### src/rtl/layer5_argmax.sv
// Collects N_CLASS finish-qualified class scores, then scans them for the signed maximum.
// Optional sticky overrun flag for fins dropped while scanning: define LAYER5_OVERRUN_CHK_EN.
//
// state   | meaning
// COLLECT | latching per-PE scores until every got bit is set
// SCAN    | one comparison per cycle, result published on the last one
module layer5_argmax #(
  parameter int N_CLASS = 10,
  parameter int DW      = 18,
  parameter int CW      = 4
) (
  input  logic                  clk,
  input  logic                  reset,
  input  logic [N_CLASS*DW-1:0] din,
  input  logic [N_CLASS-1:0]    fin,
  output logic [CW-1:0]         class_idx,
  output logic signed [DW-1:0]  max_score,
  output logic                  valid,
  output logic                  busy
`ifdef LAYER5_OVERRUN_CHK_EN
  ,
  output logic                  overrun
`endif
);

  localparam logic [0:0] COLLECT = 1'b0;
  localparam logic [0:0] SCAN    = 1'b1;

  logic [0:0]           state;
  logic signed [DW-1:0] score [N_CLASS];
  logic [N_CLASS-1:0]   got;
  logic [CW-1:0]        ptr;
  logic [CW-1:0]        best_idx;
  logic signed [DW-1:0] best;
  logic signed [DW-1:0] cur;
  logic signed [DW-1:0] nxt_best;
  logic [CW-1:0]        nxt_idx;
  logic                 all_got;
  logic                 last;

  assign all_got = &got;
  assign busy    = (state == SCAN);
  assign last    = (ptr == CW'(N_CLASS - 1));

  always_comb begin
    cur = '0;
    for (int i = 0; i < N_CLASS; i++) begin
      if (ptr == CW'(i)) cur = score[i];
    end
  end

  // Strict greater-than so ties keep the lower index.
  always_comb begin
    nxt_best = best;
    nxt_idx  = best_idx;
    if (cur > best) begin
      nxt_best = cur;
      nxt_idx  = ptr;
    end
  end

  always_ff @(posedge clk or posedge reset) begin
    if (reset) begin
      state     <= COLLECT;
      got       <= '0;
      ptr       <= '0;
      best      <= '0;
      best_idx  <= '0;
      class_idx <= '0;
      max_score <= '0;
      valid     <= 1'b0;
      for (int i = 0; i < N_CLASS; i++) score[i] <= '0;
    end else begin
      valid <= 1'b0;
      case (state)
        COLLECT: begin
          // Fins arriving on the transition edge are dropped along with SCAN-time fins.
          if (all_got) begin
            state    <= SCAN;
            best     <= score[0];
            best_idx <= '0;
            ptr      <= CW'(1);
          end else begin
            for (int i = 0; i < N_CLASS; i++) begin
              if (fin[i]) begin
                score[i] <= din[i*DW +: DW];
                got[i]   <= 1'b1;
              end
            end
          end
        end
        SCAN: begin
          best     <= nxt_best;
          best_idx <= nxt_idx;
          ptr      <= ptr + CW'(1);
          if (last) begin
            class_idx <= nxt_idx;
            max_score <= nxt_best;
            valid     <= 1'b1;
            got       <= '0;
            state     <= COLLECT;
          end
        end
        default: state <= COLLECT;
      endcase
    end
  end

`ifdef LAYER5_OVERRUN_CHK_EN
  always_ff @(posedge clk or posedge reset) begin
    if (reset) overrun <= 1'b0;
    else if (|fin && (state == SCAN || all_got)) overrun <= 1'b1;
  end
`endif

endmodule

### config.mk
export PLATFORM = sky130hd
export DESIGN_NAME = layer5_argmax
export DESIGN_NICKNAME = d
export VERILOG_FILES = /design/src/rtl/layer5_argmax.sv
export SDC_FILE = /design/constraint.sdc
export NUM_CORES = 1
export LEC_CHECK = 0
export ABC_AREA = 1
export CAP_MARGIN = 20
export CORE_MARGIN = 5
export CORE_UTILIZATION = 49
export DETAILED_ROUTE_END_ITERATION = 8
export HOLD_SLACK_MARGIN = 0.08
export PLACE_DENSITY = 0.81
export SETUP_SLACK_MARGIN = 0.05
export SYNTH_ARGS = -nofsm -noshare
export SYNTH_HDL_FRONTEND = slang
export SYNTH_SLANG_ARGS = --single-unit
### constraint.sdc
create_clock -name clk -period 23.7 [get_ports clk]
set_clock_uncertainty 0.2 [all_clocks]
set_input_delay 2.37 -clock clk [delete_from_list [all_inputs] [get_ports clk]]
set_output_delay 2.37 -clock clk [all_outputs]
set_load 0.03 [all_outputs]
# After elaboration in Yosys (flattened, before gate mapping)
# Cells that the tools add are included.
classes:
  n_reduce_logical: 23
  n_eq_ne: 22
  n_bitwise: 2
  mul: 0
  muxes: 36
  shifts: 0
  addsub: 1
  n_lt_le_gt_ge: 1
  div_mod_pow: 0
ops:
  columns: ["operator", "count"]
  rows:
  - ["18-bit 2-to-1 mux", 12]
  - ["3-bit AND reduction", 20]
  - ["18-bit case mux with 2 select lines", 1]
  - ["2-bit inequality test (second input constant)", 12]
  - ["10-bit 2-to-1 mux", 2]
  - ["10-bit case mux with 2 select lines", 1]
  - ["18-bit greater-than comparator", 1]
  - ["4-bit by 3-bit equality test with 1-bit output (second input constant)", 4]
  - ["4-bit case mux with 2 select lines", 2]
  - ["1-bit 2-to-1 mux", 14]
  - ["4-bit 2-to-1 mux", 3]
  - ["10-bit AND reduction", 1]
  - ["4-bit by 2-bit equality test with 1-bit output (second input constant)", 2]
  - ["4-bit equality test (second input constant)", 2]
  - ["4-bit by 1-bit adder with 4-bit output (second input constant)", 1]
  - ["4-bit by 1-bit equality test with 1-bit output (second input constant)", 1]
  - ["4-bit zero test", 1]
  - ["2-bit by 1-bit inequality test with 1-bit output (second input constant)", 1]
  - ["1-bit inverter", 2]
  - ["1-bit case mux with 2 select lines", 1]
  - ["2-bit AND reduction", 1]
word_totals:
  n_memories: 0
  elab_cells: 112
  latch_bits: 0
  reg_bits: 240
  ram_bits: 0
  rom_bits: 0
  output_inout_bits: 24

# Longest topological paths before layout
# Gate-level depths: netlist of the first run.
depth:
  depth_word: 14
  depth_mapped: 31
  mapped_depth_nobuf: 28

# Worst setup path before layout of the first run
# No wires, ideal clock.
synth_path:
  path_kind: "input to register"
  startpoint: "input port fin[3]"
  endpoint: "register score[108] (netlist name)"
  setup_ns: 0.125
  setup_slack_ns: 20.172
  t_required_ns: 23.375
  t_arrival_ns: 3.203
  path_stages: 3
  n_path_buf: 1
  cell_sequence: "nand2_1 > buf_2 > mux2_2"
synth_via:
  elab_chain_len: 1
synth_rtl:
  columns: ["element", "line_no", "text"]
  rows:
  - ["from (decl)", "15", "input logic [N_CLASS-1:0] fin,"]
  - ["3-bit AND reduction (no line)", null, null]
  - ["to (signal, indexed assignment)", "86", "score[i] <= din[i*DW +: DW];"]
  - ["to (decl)", "30", "logic signed [DW-1:0] score [N_CLASS];"]
# Every way passes these cells.
# A chain may end at the register's enable or synchronous reset.

# Worst setup path after layout of the first run
layout_path:
  startpoint: "register ptr[1]"
  endpoint: "register max_score[17]"
layout_via:
  elab_chain_len: 13
layout_rtl:
  columns: ["element", "line_no", "text"]
  rows:
  - ["from (decl)", "32", "logic [CW-1:0] ptr;"]
  - ["from (signal assigned)", "95", "ptr <= ptr + CW'(1);"]
  - ["4-bit zero test", "48", "if (ptr == CW'(i)) cur = score[i];"]
  - ["18-bit 2-to-1 mux (10 in a row)", "48", null]
  - ["18-bit greater-than comparator", "56", "if (cur > best) begin"]
  - ["18-bit 2-to-1 mux", "56", null]
  - ["to (signal assigned)", "98", "max_score <= nxt_best;"]
  - ["to (decl)", "17", "output logic signed [DW-1:0] max_score,"]
# Parallel ways exist; a longest one is shown, timed or not.

==> impl_metrics.xml, run 1 <==
<?xml version="1.0" encoding="UTF-8"?>
<metrics>
  <group name="place">
    <metric name="placed_cells_incl_taps" unit="">1767</metric>
    <metric name="dpl.hpwl" unit="mm">24.8</metric>
    <metric name="buffer_ports.inserted" unit="">215</metric>
    <metric name="placedInstanceArea" unit="sq mm">0.0144</metric>
    <metric name="place.gp.congestion" unit="">0.902</metric>
  </group>
  <group name="setup_path">
    <metric name="timing_worst_setup_path_type" unit="">register to register</metric>
    <metric name="worst_ep_required_time" unit="ns">23.96</metric>
    <metric name="timing.critical_path.max_delay_family" unit="">simple AND/OR/NAND/NOR gates</metric>
    <metric name="worst_path_largest_cell_delay" unit="ns">0.57</metric>
    <metric name="path_max_fanout" unit="">27</metric>
    <metric name="reg2regPathDepth" unit="">26</metric>
    <metric name="setup.reg_to_reg.worst_slack" unit="ns">18.46</metric>
    <metric name="reg2reg_to" unit="">max_score[17]$_DFFE_PP0P_</metric>
    <metric name="worst_path_most_repeated_cell" unit="">sky130_fd_sc_hd__nand2_1</metric>
    <metric name="worst-endpoint-arrival" unit="ns">5.49</metric>
    <metric name="timing.critical_path.to_type" unit="">register</metric>
    <metric name="slowest_stage" unit="">sky130_fd_sc_hd__ha_1</metric>
    <metric name="combined_buffer_and_inverter_count_along_the_critical_path" unit="">6</metric>
    <metric name="setup.worst_path.start_class" unit="">register</metric>
    <metric name="worstReg2RegStart" unit="">ptr[1]$_DFFE_PP0P_</metric>
  </group>
  <group name="clock_network">
    <metric name="cts.clk_slew.worst_paths" unit="ns">0.06</metric>
    <metric name="clock_tree.buffer_depth" unit="">3</metric>
    <metric name="clock_latency" unit="ns">0.53</metric>
    <metric name="cts_tree" unit="">done</metric>
    <metric name="clock-root-buffer" unit="">sky130_fd_sc_hd__clkbuf_16</metric>
    <metric name="cts_setup_buffers" unit="">0</metric>
    <metric name="cts_made_buffers" unit="">26</metric>
    <metric name="clock_sinks" unit="">240</metric>
    <metric name="cts_max_level" unit="">1</metric>
    <metric name="cts_repair_resize_count" unit="">0</metric>
    <metric name="holdBufCountCts" unit="">0</metric>
  </group>
  <group name="hold_path">
    <metric name="worstHoldPathType" unit="">register to register</metric>
    <metric name="hold_path_startpoint" unit="">max_score[5]$_DFFE_PP0P_</metric>
    <metric name="hold_depth" unit="">2</metric>
    <metric name="timing.hold.worst_endpoint" unit="">max_score[5]$_DFFE_PP0P_</metric>
  </group>
  <group name="logic_synthesis">
    <metric name="asyncSetResetFlopFracSynth" unit="">1.00</metric>
    <metric name="seq_area_frac_synth" unit="">0.495</metric>
    <metric name="synth_flop_cell" unit="">sky130_fd_sc_hd__dfrtp_1</metric>
    <metric name="yosys.cell_count.top_type" unit="">sky130_fd_sc_hd__nand2_1</metric>
    <metric name="netlist.top_cell.by_area" unit="">sky130_fd_sc_hd__dfrtp_1</metric>
    <metric name="synthDominantCellAreaShare" unit="">0.495</metric>
    <metric name="yosys_register_bits" unit="">240</metric>
    <metric name="yosysUniqueCellTypes" unit="">34</metric>
    <metric name="synth_cell_count_leaders" unit="">sky130_fd_sc_hd__nand2_1 (376), sky130_fd_sc_hd__dfrtp_1 (240), sky130_fd_sc_hd__mux2_2 (163)</metric>
    <metric name="synth_enable_flop_cells" unit="">0</metric>
    <metric name="netlist_top_cells_area" unit="">sky130_fd_sc_hd__dfrtp_1 (50%), sky130_fd_sc_hd__mux2_2 (15%), sky130_fd_sc_hd__nand2_1 (12%)</metric>
    <metric name="syn-cell-area" unit="sq mm">0.0121</metric>
    <metric name="synth_warnings" unit="">0</metric>
    <metric name="syn_inst" unit="">1278</metric>
    <metric name="post_synth.cell_area_avg" unit="sq um">9.49</metric>
    <metric name="postSynthNetCount" unit="">1492</metric>
  </group>
  <group name="power_and_ir_drop">
    <metric name="p_leak" unit="uW">0.00718</metric>
    <metric name="vdd_drop_max" unit="mV">0.104</metric>
    <metric name="total_power" unit="uW">2430</metric>
    <metric name="powerDensity" unit="mW/mm^2">158</metric>
  </group>
  <group name="drt">
    <metric name="dr_total_vias" unit="">9637</metric>
    <metric name="met2_length" unit="mm">16.0</metric>
    <metric name="met3_length" unit="mm">2.45</metric>
    <metric name="detail-route-antenna-nets" unit="">0</metric>
    <metric name="maxUsedRoutingLayer" unit="">met4</metric>
    <metric name="drt_first_iter_violations" unit="">720</metric>
    <metric name="drc" unit="">0</metric>
    <metric name="drt-pass1-iter-count" unit="">5</metric>
    <metric name="finalWirelength" unit="mm">33.5</metric>
    <metric name="vias_per_cell" unit="">5.32</metric>
    <metric name="wl_per_cell" unit="um">18.5</metric>
    <metric name="detail_route.wirelength.met1" unit="mm">13.7</metric>
  </group>
  <group name="timing">
    <metric name="fin_crit" unit="ns">5.24</metric>
    <metric name="final_max_slew_viols" unit="">0</metric>
    <metric name="grt_setup_unrepaired" unit="">no</metric>
    <metric name="max_freq" unit="GHz">0.191</metric>
    <metric name="finalCritPeriodShare" unit="">0.221</metric>
    <metric name="totalNegativeSetupSlack" unit="ns">0</metric>
    <metric name="slew_worst_pin" unit="ns">0.915</metric>
    <metric name="fin_worst_hold_slack" unit="ns">0.276</metric>
    <metric name="hold_viol" unit="">0</metric>
    <metric name="report.final.setup_viol" unit="">0</metric>
    <metric name="max_slew_margin" unit="">0.388</metric>
  </group>
  <group name="floorplan">
    <metric name="floorplan.die_area" unit="sq mm">0.0280</metric>
    <metric name="fp.dieH" unit="um">167</metric>
    <metric name="rows" unit="">57</metric>
    <metric name="placeableCoreArea" unit="sq mm">0.0243</metric>
    <metric name="start_util" unit="">0.499</metric>
    <metric name="width_of_the_chip" unit="um">167</metric>
    <metric name="num_io_pins" unit="">216</metric>
  </group>
  <group name="layout">
    <metric name="final-instance-count-excl-fill" unit="">1812</metric>
    <metric name="share_of_final_layout_standard_cells_stronger_than_drive_strength_1" unit="">0.174</metric>
    <metric name="design.final.nets" unit="">1686</metric>
    <metric name="final_area" unit="sq mm">0.0153</metric>
    <metric name="syn2layout_area_growth" unit="%">26.3</metric>
  </group>
  <group name="global_routing">
    <metric name="grt_start_max_net_pins" unit="">118</metric>
    <metric name="grt_overflow" unit="">0</metric>
    <metric name="global_route.usage.total" unit="">0.234</metric>
    <metric name="grt_pass1_vias" unit="">9766</metric>
    <metric name="grt_first_pass_wirelength" unit="mm">52.4</metric>
    <metric name="grt_antenna_before_repair" unit="">0</metric>
  </group>
  <group name="status">
    <metric name="result_of_the_run" unit="">finished clean</metric>
  </group>
  <group name="flow_run">
    <metric name="maxCapViolCount" unit="">0</metric>
  </group>
</metrics>
[how the worst max path moves through the flow]
stage                             startpoint                   endpoint  slack, ns  cells past startpoint
final                     ptr[1]$_DFFE_PP0P_  max_score[17]$_DFFE_PP0P_      18.46                     26
after global routing      ptr[1]$_DFFE_PP0P_  max_score[17]$_DFFE_PP0P_      18.04                     26
after CTS                 ptr[1]$_DFFE_PP0P_  max_score[17]$_DFFE_PP0P_      18.56                     26
after detailed placement  ptr[1]$_DFFE_PP0P_       best[17]$_DFFE_PP0P_      18.60                     26
after global placement    ptr[1]$_DFFE_PP0P_       best[17]$_DFFE_PP0P_      18.78                     26
after floorplan                        reset        best[0]$_DFFE_PP0P_      14.54                      1
[cell type report]
type / count / area, sq um
Antenna cell: 1 / 2.50
Sequential cell: 240 / 6010
Tap cell: 324 / 405
Inverter: 119 / 454
Timing Repair Buffer: 220 / 2190
Fill cell: 1972 / 9000
Clock buffer: 34 / 732
Clock inverter: 9 / 176
Multi-Input combinational cell: 865 / 5350
[placed cells by master, fill, tap and decap left out, drive strengths merged]
cell type / instances
a21boi: 2
a21oi: 10
buf: 5
bufinv: 5
clkbuf: 34
clkdlybuf4s50: 215
clkinv: 3
dfrtp: 240
diode: 1
ha: 22
inv: 120
mux2: 179
nand2: 388
nand3: 123
nand3b: 1
nand4: 24
nor2: 21
nor3: 5
nor3b: 1
o2111ai: 1
o211ai: 1
o21a: 1
o21ai: 31
o22ai: 4
or2: 50
xor2: 1
[worst register-to-register path, stage by stage, from the launching register on]
cell and delay (ns):
sky130_fd_sc_hd__dfrtp_1 0.43, sky130_fd_sc_hd__inv_1 0.12, sky130_fd_sc_hd__ha_1 0.57, sky130_fd_sc_hd__inv_2 0.34, sky130_fd_sc_hd__nor2_4 0.43, sky130_fd_sc_hd__inv_2 0.26
sky130_fd_sc_hd__nand2_1 0.13, sky130_fd_sc_hd__nand2_1 0.05, sky130_fd_sc_hd__nand3_1 0.06, sky130_fd_sc_hd__nand3_1 0.13, sky130_fd_sc_hd__nand2_1 0.09, sky130_fd_sc_hd__inv_1 0.04
sky130_fd_sc_hd__ha_1 0.34, sky130_fd_sc_hd__nand2_1 0.10, sky130_fd_sc_hd__inv_2 0.06, sky130_fd_sc_hd__nand2_1 0.06, sky130_fd_sc_hd__nor2_1 0.15, sky130_fd_sc_hd__o2111ai_1 0.16
sky130_fd_sc_hd__nand3_1 0.13, sky130_fd_sc_hd__nand2_1 0.06, sky130_fd_sc_hd__nand2_1 0.07, sky130_fd_sc_hd__nand2_2 0.33, sky130_fd_sc_hd__inv_2 0.44, sky130_fd_sc_hd__nand3_1 0.16
sky130_fd_sc_hd__nand2_1 0.12, sky130_fd_sc_hd__nand2_1 0.08, sky130_fd_sc_hd__nand2_1 0.06
[sequential cells by signal, indices dropped and copies added, names as in the netlist]
name	count
best	18
best_idx	4
busy	1
class_idx	4
got	10
max_score	18
ptr	4
score	180
valid	1
[report_power, final]
group          leakage, uW  switching [uW]  internal, uW
logic              0.00388             764           478
registers          0.00285             127           624
clock network     0.000447             163           270
[kinds of logic (layout without fill, tap and decap cells)]
group,Yosys count,after routing,synth area share
xor gates and xnor gates,1,1,0.000722
buffers and inverters,173,382,0.0633
DFF,240,240,0.495
muxes,179,179,0.166
adders and majority gates,22,22,0.0227
and+or+nand+nor,613,613,0.230
other,0,1,0
AOI/OAI and AO/OA,50,50,0.0222
[metrics by stage]
step           setup WS [ns]   util
2_1_floorplan          14.54      -
3_3_place_gp           18.78  0.592
3_5_place_dp           18.60  0.592
4_1_cts                18.56  0.630
5_1_grt                18.04  0.630
6_report               18.46  0.630
[layer usage]
metal / vias up / GRT usage
met4: 0 / 0.0790
met3: 85 / 0.0516
met5: - / 0
met2: 350 / 0.381
li1: 4533 / -
met1: 4669 / 0.313
Power figures use the tool's default switching activity.
==> inputs of run 2 (changes only) <==
- CORE_UTILIZATION: 49 -> 48
- PLACE_DENSITY: 0.81 -> 0.83
- clock period: 23.7 -> 4.2 ns (I/O delays scaled with it)
==> run 2 against run 1 <==
  * Power grew to 5.8 times the previous value
  * Largest power group unchanged
  * Sequential power rose to 5.7 times the previous value
  * Combinational power grew to 6.2 times the previous value
  * Non-clock buffer count up 16
  * Sequential share of layout area is 0.33 points lower
  * Die area rose by 2.0%
  * Clock power grew to 4.7 times the previous value
  * Routed wire length up 3.5%
  * Fmax is 34% higher
  * Cell count increased by 1.2%
==> impl_metrics.xml, run 2 (synthesis gave the netlist of run 1 again) <==
<?xml version="1.0" encoding="UTF-8"?>
<metrics>
  <group name="status">
    <metric name="result_of_the_run" unit="">finished clean</metric>
  </group>
  <group name="global_routing">
    <metric name="grt_overflow" unit="">0</metric>
    <metric name="grt_first_pass_wirelength" unit="mm">53.9</metric>
    <metric name="grt_pass1_vias" unit="">9808</metric>
    <metric name="global_route.usage.total" unit="">0.240</metric>
    <metric name="grt_antenna_before_repair" unit="">0</metric>
    <metric name="grt_start_max_net_pins" unit="">77</metric>
  </group>
  <group name="setup_path">
    <metric name="worst-endpoint-arrival" unit="ns">4.11</metric>
    <metric name="path_max_fanout" unit="">18</metric>
    <metric name="worst_ep_required_time" unit="ns">4.40</metric>
    <metric name="timing_worst_setup_path_type" unit="">register to register</metric>
    <metric name="timing.critical_path.to_type" unit="">register</metric>
    <metric name="setup.worst_path.start_class" unit="">register</metric>
  </group>
  <group name="timing">
    <metric name="totalNegativeSetupSlack" unit="ns">0</metric>
    <metric name="max_slew_margin" unit="">0.468</metric>
    <metric name="timing.final.ws_setup" unit="ns">0.288</metric>
    <metric name="max_freq" unit="GHz">0.256</metric>
    <metric name="final_max_slew_viols" unit="">0</metric>
    <metric name="finalCritPeriodShare" unit="">0.932</metric>
    <metric name="fin_worst_hold_slack" unit="ns">0.211</metric>
    <metric name="hold_viol" unit="">0</metric>
    <metric name="report.final.setup_viol" unit="">0</metric>
    <metric name="grt_setup_unrepaired" unit="">no</metric>
    <metric name="slew_worst_pin" unit="ns">0.796</metric>
    <metric name="fin_crit" unit="ns">3.91</metric>
  </group>
  <group name="drt">
    <metric name="drt_first_iter_violations" unit="">827</metric>
    <metric name="wl_per_cell" unit="um">18.9</metric>
    <metric name="drc" unit="">0</metric>
    <metric name="finalWirelength" unit="mm">34.7</metric>
    <metric name="detail-route-antenna-nets" unit="">0</metric>
    <metric name="vias_per_cell" unit="">5.29</metric>
    <metric name="drt-pass1-iter-count" unit="">8</metric>
    <metric name="dr_total_vias" unit="">9693</metric>
  </group>
  <group name="layout">
    <metric name="diodes" unit="">0</metric>
    <metric name="fillCellCount" unit="">2015</metric>
    <metric name="multiInputGateArea" unit="sq mm">0.00542</metric>
    <metric name="largestRegisters" unit="">score x180, best x18, max_score x18</metric>
    <metric name="flip_flop_and_latch_area" unit="sq mm">0.00601</metric>
    <metric name="syn2layout_area_growth" unit="%">27.5</metric>
    <metric name="share_of_final_layout_standard_cells_stronger_than_drive_strength_1" unit="">0.188</metric>
    <metric name="final_area" unit="sq mm">0.0155</metric>
    <metric name="largest_register_ffs" unit="">180</metric>
    <metric name="mostFrequentLayoutCell" unit="">sky130_fd_sc_hd__nand2_1</metric>
    <metric name="max_flop_register" unit="">score</metric>
    <metric name="design.final.nets" unit="">1703</metric>
    <metric name="finalCoreUtilization" unit="">0.618</metric>
    <metric name="most-common-layout-cells" unit="">sky130_fd_sc_hd__nand2_1 (376), sky130_fd_sc_hd__dfrtp_1 (236), sky130_fd_sc_hd__clkdlybuf4s50_1 (215)</metric>
  </group>
  <group name="place">
    <metric name="placedInstanceArea" unit="sq mm">0.0146</metric>
    <metric name="place.gp.congestion" unit="">0.920</metric>
    <metric name="buffer_ports.inserted" unit="">215</metric>
    <metric name="dp_worst_setup_slack" unit="ns">-0.0262</metric>
    <metric name="dpl.hpwl" unit="mm">25.5</metric>
  </group>
  <group name="power_and_ir_drop">
    <metric name="p_leak" unit="uW">0.00722</metric>
    <metric name="vdd_drop_max" unit="mV">0.594</metric>
    <metric name="powerDensity" unit="mW/mm^2">904</metric>
  </group>
  <group name="clock_network">
    <metric name="cts_tree" unit="">done</metric>
    <metric name="cts_made_buffers" unit="">25</metric>
    <metric name="cts.clk_slew.worst_paths" unit="ns">0.06</metric>
    <metric name="clock-root-buffer" unit="">sky130_fd_sc_hd__clkbuf_16</metric>
    <metric name="clock_tree.buffer_depth" unit="">3</metric>
    <metric name="clock_sinks" unit="">240</metric>
    <metric name="clock_latency" unit="ns">0.52</metric>
    <metric name="cts_max_level" unit="">1</metric>
    <metric name="holdBufCountCts" unit="">0</metric>
  </group>
  <group name="floorplan">
    <metric name="width_of_the_chip" unit="um">169</metric>
    <metric name="floorplan.die_area" unit="sq mm">0.0285</metric>
    <metric name="fp.dieH" unit="um">169</metric>
    <metric name="rows" unit="">58</metric>
    <metric name="num_io_pins" unit="">216</metric>
    <metric name="start_util" unit="">0.484</metric>
    <metric name="placeableCoreArea" unit="sq mm">0.0250</metric>
  </group>
  <group name="flow_run">
    <metric name="maxCapViolCount" unit="">0</metric>
  </group>
  <group name="hold_path">
    <metric name="worstHoldPathType" unit="">input pin to asynchronous set/reset pin</metric>
  </group>
</metrics>
run 2: cell count changes in the layout (fill, tap and decap cells not counted), sizes merged:
cell      previous run  this run
nand2              388       389
diode                1         0
bufinv               5         0
buf                  5        21
inv                120       118
clkinvlp             0         1
clkbuf              34        40
clkinv               3         2
run 2: worst paths after layout:
check                                                 end  cells past startpoint  slack [ns]                     start
worst max-delay path            max_score[12]$_DFFE_PP0P_                     27        0.29        ptr[0]$_DFFE_PP0P_
worst min-delay path               score[150]$_DFFE_PP0P_                      2        0.21                     reset
worst max register to register  max_score[12]$_DFFE_PP0P_                     27        0.29        ptr[0]$_DFFE_PP0P_
worst min register to register   max_score[5]$_DFFE_PP0P_                      2        0.28  max_score[5]$_DFFE_PP0P_
max in group asynchronous          score[120]$_DFFE_PP0P_                      3        2.74                     reset
min in group clk                 max_score[5]$_DFFE_PP0P_                      2        0.28  max_score[5]$_DFFE_PP0P_
run 2: final cells by class:
type / instances / share of cell area
sequential: 240 / 0.389
multi-input combinational: 866 / 0.350
timing repair buffer: 236 / 0.155
clock buffer: 40 / 0.0480
inverter: 119 / 0.0306
tap: 330 / 0.0267
timing repair inverter: 1 / 0.000405
clock inverter: 1 / 0.000324
run 2: worst max-delay path, stage by stage (launching register included):
cell                        delay, ns
sky130_fd_sc_hd__dfrtp_2         0.45
sky130_fd_sc_hd__inv_2           0.11
sky130_fd_sc_hd__ha_4            0.19
sky130_fd_sc_hd__nand2_8         0.10
sky130_fd_sc_hd__or2_2           0.29
sky130_fd_sc_hd__nand3_1         0.15
sky130_fd_sc_hd__nand3_1         0.10
sky130_fd_sc_hd__nand2_1         0.08
sky130_fd_sc_hd__nand2_1         0.07
sky130_fd_sc_hd__nand3_1         0.08
sky130_fd_sc_hd__nand3_2         0.12
sky130_fd_sc_hd__nand2_1         0.08
sky130_fd_sc_hd__inv_1           0.04
sky130_fd_sc_hd__ha_1            0.35
sky130_fd_sc_hd__nand2_1         0.12
sky130_fd_sc_hd__inv_2           0.08
sky130_fd_sc_hd__nand2_1         0.07
sky130_fd_sc_hd__nor2_1          0.14
sky130_fd_sc_hd__o2111ai_1       0.14
sky130_fd_sc_hd__nand3_1         0.11
sky130_fd_sc_hd__nand2_1         0.05
sky130_fd_sc_hd__nand2_1         0.07
sky130_fd_sc_hd__nand2_2         0.12
sky130_fd_sc_hd__buf_12          0.19
sky130_fd_sc_hd__nand2_1         0.07
sky130_fd_sc_hd__nand2_1         0.08
sky130_fd_sc_hd__nand2_1         0.07
sky130_fd_sc_hd__nand2_1         0.07
run 2: routing by layer:
layer  part of all wire  GRT usage  vias to the layer above
met5                  0          0                        -
met4              0.032     0.0797                        0
met3              0.066     0.0362                       69
met2               0.48      0.388                      373
met1               0.42      0.333                     4670
li1                   -          -                     4581
run 2: timing repair:
action | in CTS | in global routing
setup endpoints to repair | 11 | 44
pin swaps | 1 | 2
setup buffers | 2 | 1
gates resized for setup | 5 | 37
gates cloned | 0 | 2
run 2: report_power, final:
part	leakage (uW)	internal (uW)	switching, uW
clock network	0.000366	1190	860
logic	0.00401	3040	4590
registers	0.00284	3530	766
run 2: per-stage QoR:
step	power, uW	std cells
after floorplan	9270	1278
after global placement	11200	1786
final	14000	1833
after detailed placement	11400	1786
after global routing	15000	1833
after CTS	13600	1829
